**config.mk**
```make
export PLATFORM = sky130hd
export DESIGN_NAME = muldiv_unit
export DESIGN_NICKNAME = d
export VERILOG_FILES = /design/src/rtl/muldiv_pkg.sv /design/src/rtl/muldiv_unit.sv
export SDC_FILE = /design/constraint.sdc
export NUM_CORES = 1
export LEC_CHECK = 0
export ABC_AREA = 0
export BUFFER_PORTS_ARGS = -buffer_cell sky130_fd_sc_hd__buf_4
export CORE_MARGIN = 2
export CORE_UTILIZATION = 61
export DETAILED_ROUTE_END_ITERATION = 12
export PLACE_DENSITY = 0.84
export REMOVE_ABC_BUFFERS = 1
export SKIP_CTS_REPAIR_TIMING = 1
export SLEW_MARGIN = 20
export SYNTH_ARGS = -nofsm -noshare
export SYNTH_HDL_FRONTEND = slang
export SYNTH_SLANG_ARGS = --single-unit
```
**constraint.sdc**
```tcl
create_clock -name clk -period 12.1 [get_ports clk]
set_clock_uncertainty 0.15 [all_clocks]
set_input_delay 3.63 -clock clk [delete_from_list [all_inputs] [get_ports clk]]
set_output_delay 3.63 -clock clk [all_outputs]
set_load 0.01 [all_outputs]
```
**src/rtl/muldiv_pkg.sv**
```systemverilog
// Shared types for the iterative RV32M multiply/divide unit.
// It holds the funct3 operation encodings and the FSM state encoding.
package muldiv_pkg;

  typedef enum logic [2:0] {
    OP_MUL    = 3'b000,
    OP_MULH   = 3'b001,
    OP_MULHSU = 3'b010,
    OP_MULHU  = 3'b011,
    OP_DIV    = 3'b100,
    OP_DIVU   = 3'b101,
    OP_REM    = 3'b110,
    OP_REMU   = 3'b111
  } muldiv_op_t;

  typedef enum logic [1:0] {
    S_IDLE  = 2'd0,
    S_CALC  = 2'd1,
    S_FIXUP = 2'd2,
    S_DONE  = 2'd3
  } muldiv_state_t;

endpackage

```
**src/rtl/muldiv_unit.sv**
```systemverilog
// Bit-serial RV32M multiply/divide: shift-add multiply and restoring divide on magnitudes.
// A single sign-fixup cycle follows, and divide-by-zero and signed overflow bypass the iteration.
module muldiv_unit
  import muldiv_pkg::*;
#(
  parameter int XLEN = 32
) (
  input  logic            clk,
  input  logic            reset,
  input  logic            flush,
  input  logic            req_valid,
  output logic            req_ready,
  input  logic [2:0]      op,
  input  logic [XLEN-1:0] a,
  input  logic [XLEN-1:0] b,
  output logic            rsp_valid,
  input  logic            rsp_ready,
  output logic [XLEN-1:0] result,
  output logic            busy,
  output muldiv_state_t   dbg_state
);

  localparam int CW = ($clog2(XLEN) + 1 > 6) ? $clog2(XLEN) + 1 : 6;
  localparam int PW = XLEN + XLEN;
  localparam logic [CW-1:0]   CNT_INIT = CW'(XLEN);
  localparam logic [XLEN-1:0] MIN_NEG  = {1'b1, {(XLEN-1){1'b0}}};

  muldiv_state_t   state;
  muldiv_op_t      op_q;
  logic [CW-1:0]   cnt;
  logic [XLEN-1:0] hi, lo, md, res_q;
  logic            neg_q, neg_r, rsp_valid_q, busy_q;

  muldiv_op_t      op_in;
  logic            a_neg, b_neg, div_zero, div_ovf, is_div;
  logic [XLEN-1:0] a_mag, b_mag, fix_val;
  logic [XLEN:0]   add_a, add_b, add_y;
  logic            add_sub;
  logic [PW-1:0]   prod, prod_fix;

  // Handshakes: a request transfers on a rising edge with req_valid & req_ready;
  // a response transfers on a rising edge with rsp_valid & rsp_ready, and
  // result/rsp_valid hold stable until that edge.
  assign req_ready = (state == S_IDLE) & ~flush;
  assign rsp_valid = rsp_valid_q;
  assign result    = res_q;
  assign busy      = busy_q;
  assign dbg_state = state;

  always_comb begin
    op_in    = muldiv_op_t'(op);
    a_neg    = (op_in inside {OP_MULH, OP_MULHSU, OP_DIV, OP_REM}) & a[XLEN-1];
    b_neg    = (op_in inside {OP_MULH, OP_DIV, OP_REM}) & b[XLEN-1];
    a_mag    = a_neg ? -a : a;
    b_mag    = b_neg ? -b : b;
    div_zero = op[2] & (b == '0);
    div_ovf  = (op_in inside {OP_DIV, OP_REM}) & (a == MIN_NEG) & (b == '1);
  end

  // One XLEN+1-bit adder: accumulate for multiply, trial subtract for divide.
  always_comb begin
    is_div  = op_q inside {OP_DIV, OP_DIVU, OP_REM, OP_REMU};
    add_a   = {1'b0, hi};
    add_b   = lo[0] ? {1'b0, md} : '0;
    add_sub = 1'b0;
    if (is_div) begin
      add_a   = {hi, lo[XLEN-1]};
      add_b   = {1'b0, md};
      add_sub = 1'b1;
    end
    add_y = add_a + (add_sub ? ~add_b : add_b) + (XLEN+1)'(add_sub);
  end

  always_comb begin
    prod     = {hi, lo};
    prod_fix = neg_q ? -prod : prod;
    case (op_q)
      OP_MUL:                      fix_val = prod_fix[XLEN-1:0];
      OP_MULH, OP_MULHSU, OP_MULHU: fix_val = prod_fix[PW-1:XLEN];
      OP_DIV, OP_DIVU:             fix_val = neg_q ? -lo : lo;
      default:                     fix_val = neg_r ? -hi : hi;
    endcase
  end

  always_ff @(posedge clk) begin
    if (reset) begin
      state       <= S_IDLE;
      op_q        <= OP_MUL;
      cnt         <= '0;
      hi          <= '0;
      lo          <= '0;
      md          <= '0;
      res_q       <= '0;
      neg_q       <= 1'b0;
      neg_r       <= 1'b0;
      rsp_valid_q <= 1'b0;
      busy_q      <= 1'b0;
    end else if (flush) begin
      state       <= S_IDLE;
      cnt         <= '0;
      res_q       <= '0;
      rsp_valid_q <= 1'b0;
      busy_q      <= 1'b0;
    end else begin
      case (state)
        S_IDLE: begin
          if (req_valid) begin
            op_q   <= op_in;
            neg_q  <= a_neg ^ b_neg;
            neg_r  <= a_neg;
            hi     <= '0;
            lo     <= a_mag;
            md     <= b_mag;
            busy_q <= 1'b1;
            if (div_zero) begin
              state       <= S_DONE;
              res_q       <= op[1] ? a : '1;
              rsp_valid_q <= 1'b1;
            end else if (div_ovf) begin
              state       <= S_DONE;
              res_q       <= (op_in == OP_DIV) ? a : '0;
              rsp_valid_q <= 1'b1;
            end else begin
              state <= S_CALC;
              cnt   <= CNT_INIT;
            end
          end
        end
        S_CALC: begin
          cnt <= cnt - CW'(1);
          if (is_div) begin
            // A negative trial difference means the divisor did not fit: restore.
            hi <= add_y[XLEN] ? add_a[XLEN-1:0] : add_y[XLEN-1:0];
            lo <= {lo[XLEN-2:0], ~add_y[XLEN]};
          end else begin
            hi <= add_y[XLEN:1];
            lo <= {add_y[0], lo[XLEN-1:1]};
          end
          if (cnt == CW'(1)) state <= S_FIXUP;
        end
        S_FIXUP: begin
          res_q       <= fix_val;
          rsp_valid_q <= 1'b1;
          state       <= S_DONE;
        end
        default: begin
          if (rsp_ready) begin
            state       <= S_IDLE;
            res_q       <= '0;
            rsp_valid_q <= 1'b0;
            busy_q      <= 1'b0;
          end
        end
      endcase
    end
  end

endmodule

```
==> flow_metrics.env <==
export IMPL_run_status="finished clean"
export IMPL_worst_setup_path_end_kind="primary output"
export IMPL_startpoint_type="input port"
export IMPL_cp_data_required_time_ns=8.32
export IMPL_synthDistinctLibCells=90
export IMPL_synth_top_cells_by_count="nand2_1 (187), o21ai_0 (159), a21oi_1 (143), dfxtp_1 (143), nor2_1 (116)"
export IMPL_setup_slack_ns=4.32
export IMPL_number_of_buffers_on_the_longest_clock_path=2
export IMPL_layout_area_overhead_vs_synth_pct=9.99
export IMPL_number_of_buffers_added_by_the_clock_tree_synthesis_step=17
export IMPL_leakage_nw=5.38
export IMPL_detailedRoute_firstIterationViolations=1298
export IMPL_floorplan_die_height_um=150
export IMPL_drv_max_cap_violation_count=0
export IMPL_tightest_slew_ns=1.02
export IMPL_ys_ff_latch=143
export IMPL_synth_cell_area_mm2=0.0130
export IMPL_layout_net_count=1883
export IMPL_yosys_cell_count_top_type="nand2_1"
export IMPL_initial_core_util_pct=62.1
export IMPL_wire_per_inst_um=19.9
export IMPL_place_gp_congestion=0.991
export IMPL_grt_start_max_net_pins=75
export IMPL_grt_antenna_before_repair=0
export IMPL_detail_route_antenna_nets=0
export IMPL_design_portCount=109
export IMPL_place_detailed_instances=2024
export IMPL_timing_hold_worst_class="flip-flop to flip-flop"
export IMPL_dp_hpwl_mm=28.9
export IMPL_routed_via_density=6.70
export IMPL_setup_total_negative_slack_ns=0
export IMPL_numClockSinks=143
export IMPL_cts_root_buffer="clkbuf_16"
export IMPL_synth_avg_cell_area_um2=7.33
export IMPL_slew_headroom_pct=31.1
export IMPL_post_synth_top_area_cell="dfxtp_1"
export IMPL_drive_above_1_share_pct=14.2
export IMPL_period_minus_slack_ns=7.78
export IMPL_nFillCells=1830
export IMPL_wire_length_of_the_first_global_routing_pass_mm=64.7
export IMPL_grt_remaining_overflow=0
export IMPL_die_w_um=150
export IMPL_final_hold_viol_count=0
export IMPL_arrival_ns=4.00
export IMPL_cts_tree="built"
export IMPL_dieArea_mm2=0.0225
export IMPL_globalRouteTotalUtil_pct=35.9
export IMPL_n_antenna_cell=0
export IMPL_final_cell_count_no_fill=2056
export IMPL_leading_post_synthesis_cells_by_cell_area="dfxtp_1 (22%), o21ai_0 (6.1%), xnor2_1 (5.7%), xor2_1 (5.5%), a21oi_1 (5.5%)"
export IMPL_clkTransAtPathRegs_ns=0.07
export IMPL_vias_in_the_first_global_route=12700
export IMPL_path_class="input port to primary output"
export IMPL_worst_path_max_fanout=7
export IMPL_synth_edf_count=0
export IMPL_placement_rows=53
export IMPL_synthFlopType="dfxtp_1"
export IMPL_final_min_period_over_clock_period_pct=64.3
export IMPL_finalSetupViolations=0
export IMPL_slew_viol_final=0
export IMPL_buffer_ports_inserted=108
export IMPL_clk_insertion_delay_late_ns=0.44
export IMPL_pre_cts_ws_ns=4.32
export IMPL_powerDensity_mw_per_mm2=101
export IMPL_number_of_optimization_iterations_in_the_first_detailed_route_pass=6
export IMPL_synth_top_area_share_pct=22.0
export IMPL_gate_count_of_the_mapped_netlist=1775
export IMPL_finalWirelength_mm=41.0
export IMPL_vdd_drop_max_v=0.0000833
export IMPL_cts_htree_levels=4
export IMPL_coreArea_mm2=0.0210
export IMPL_synth_seq_area_share_pct=22.0
export IMPL_detailroute_via_count=13800
export IMPL_synthesis_yosys_warnings=0
export IMPL_drc=0
export IMPL_grt_setup_unrepaired="no"
export IMPL_timing_fmax_mhz=129
export IMPL_async_reset_ff_share_pct=0
-- layout make-up --
cell class | instances | area (um2) | area share, %
clock buffer | 20 | 447 | 3.12
clock inverter | 12 | 183 | 1.28
inverter | 31 | 116 | 0.813
multi-input combinational | 1449 | 9410 | 65.7
sequential | 143 | 2870 | 20.0
tap | 275 | 344 | 2.40
timing repair buffer | 126 | 946 | 6.61
-- report_power, final --
part / internal, W / switching, W
sequential: 0.000493 / 0.0000289
clock: 0.000352 / 0.000227
combinational: 0.000127 / 0.000213
-- kinds of logic (layout without fill, tap and decap cells) --
logic type,count (synthesis),after routing,share of synthesized area (%)
adder cells (fa/ha/maj),43,43,4.19
XOR/XNOR,166,166,11.2
multiplexers,62,62,5.04
AO/OA/AOI/OAI,597,597,29.3
flip-flops,143,143,22.0
buffers and inverters,183,189,5.96
AND/OR/NAND/NOR,581,581,22.3
-- metrics by stage --
step	hold WS [ns]	total power, W	cell area, um2	util (%)
floorplan	0.286	0.000743	12400	-
global placement	0.301	0.000850	13700	65.3
detailed placement	0.311	0.000858	13700	65.3
CTS	0.319	0.00143	14300	68.3
global route	0.362	0.00149	14300	68.3
finish	0.325	0.00144	14300	68.3
-- path summary, 6_finish.rpt --
| check | startpoint | endpoint | slack (ns) | depth (start not counted) |
|---|---|---|---|---|
| hold reg to reg | md[31] | md[31] | 0.32 | 2 |
| setup reg to reg | op_q[2] | hi[24] | 6.46 | 15 |
| setup / recovery | flush | req_ready | 4.32 | 3 |
| hold / removal | md[31] | md[31] | 0.32 | 2 |
-- state kept, by name, summed over array words and instances, names as in the netlist --
| register | count |
|---|---|
| rsp_valid | 1 |
| result | 32 |
| dbg_state | 2 |
| lo | 32 |
| op_q | 3 |
| cnt | 6 |
| busy | 1 |
| md | 32 |
| neg_q | 1 |
| hi | 32 |
| neg_r | 1 |
-- placed cells by master, fill, tap and decap left out, drive strengths merged, types with 17 or more instances in the layout --
cell / instances
nand3: 110
a31oi: 17
xnor2: 84
buf: 126
clkbuf: 20
nor3: 32
a21o: 18
inv: 32
ha: 42
a21oi: 157
or4: 26
o22ai: 21
nand2: 188
mux2i: 34
o21ai: 176
or3: 20
a221oi: 17
xor2: 82
o31ai: 26
dfxtp: 143
a211oi: 42
mux2: 28
nor2: 118
o211ai: 34
a22oi: 30
-- worst max-delay path, cell delays in order --
cell and delay [ns]:
buf_4 0.15, nor2_1 0.09, buf_4 0.13
-- metal layers --
| layer | vias up | track usage, % | share of wire [%] |
|---|---|---|---|
| met5 | - | 0 | 0 |
| met4 | 0 | 18.6 | 4.3 |
| met3 | 147 | 6.04 | 10 |
| met2 | 794 | 57.3 | 45 |
| met1 | 6328 | 46.4 | 40 |
| li1 | 6506 | - | - |
Note: power is estimated with default switching activity, not from simulation.
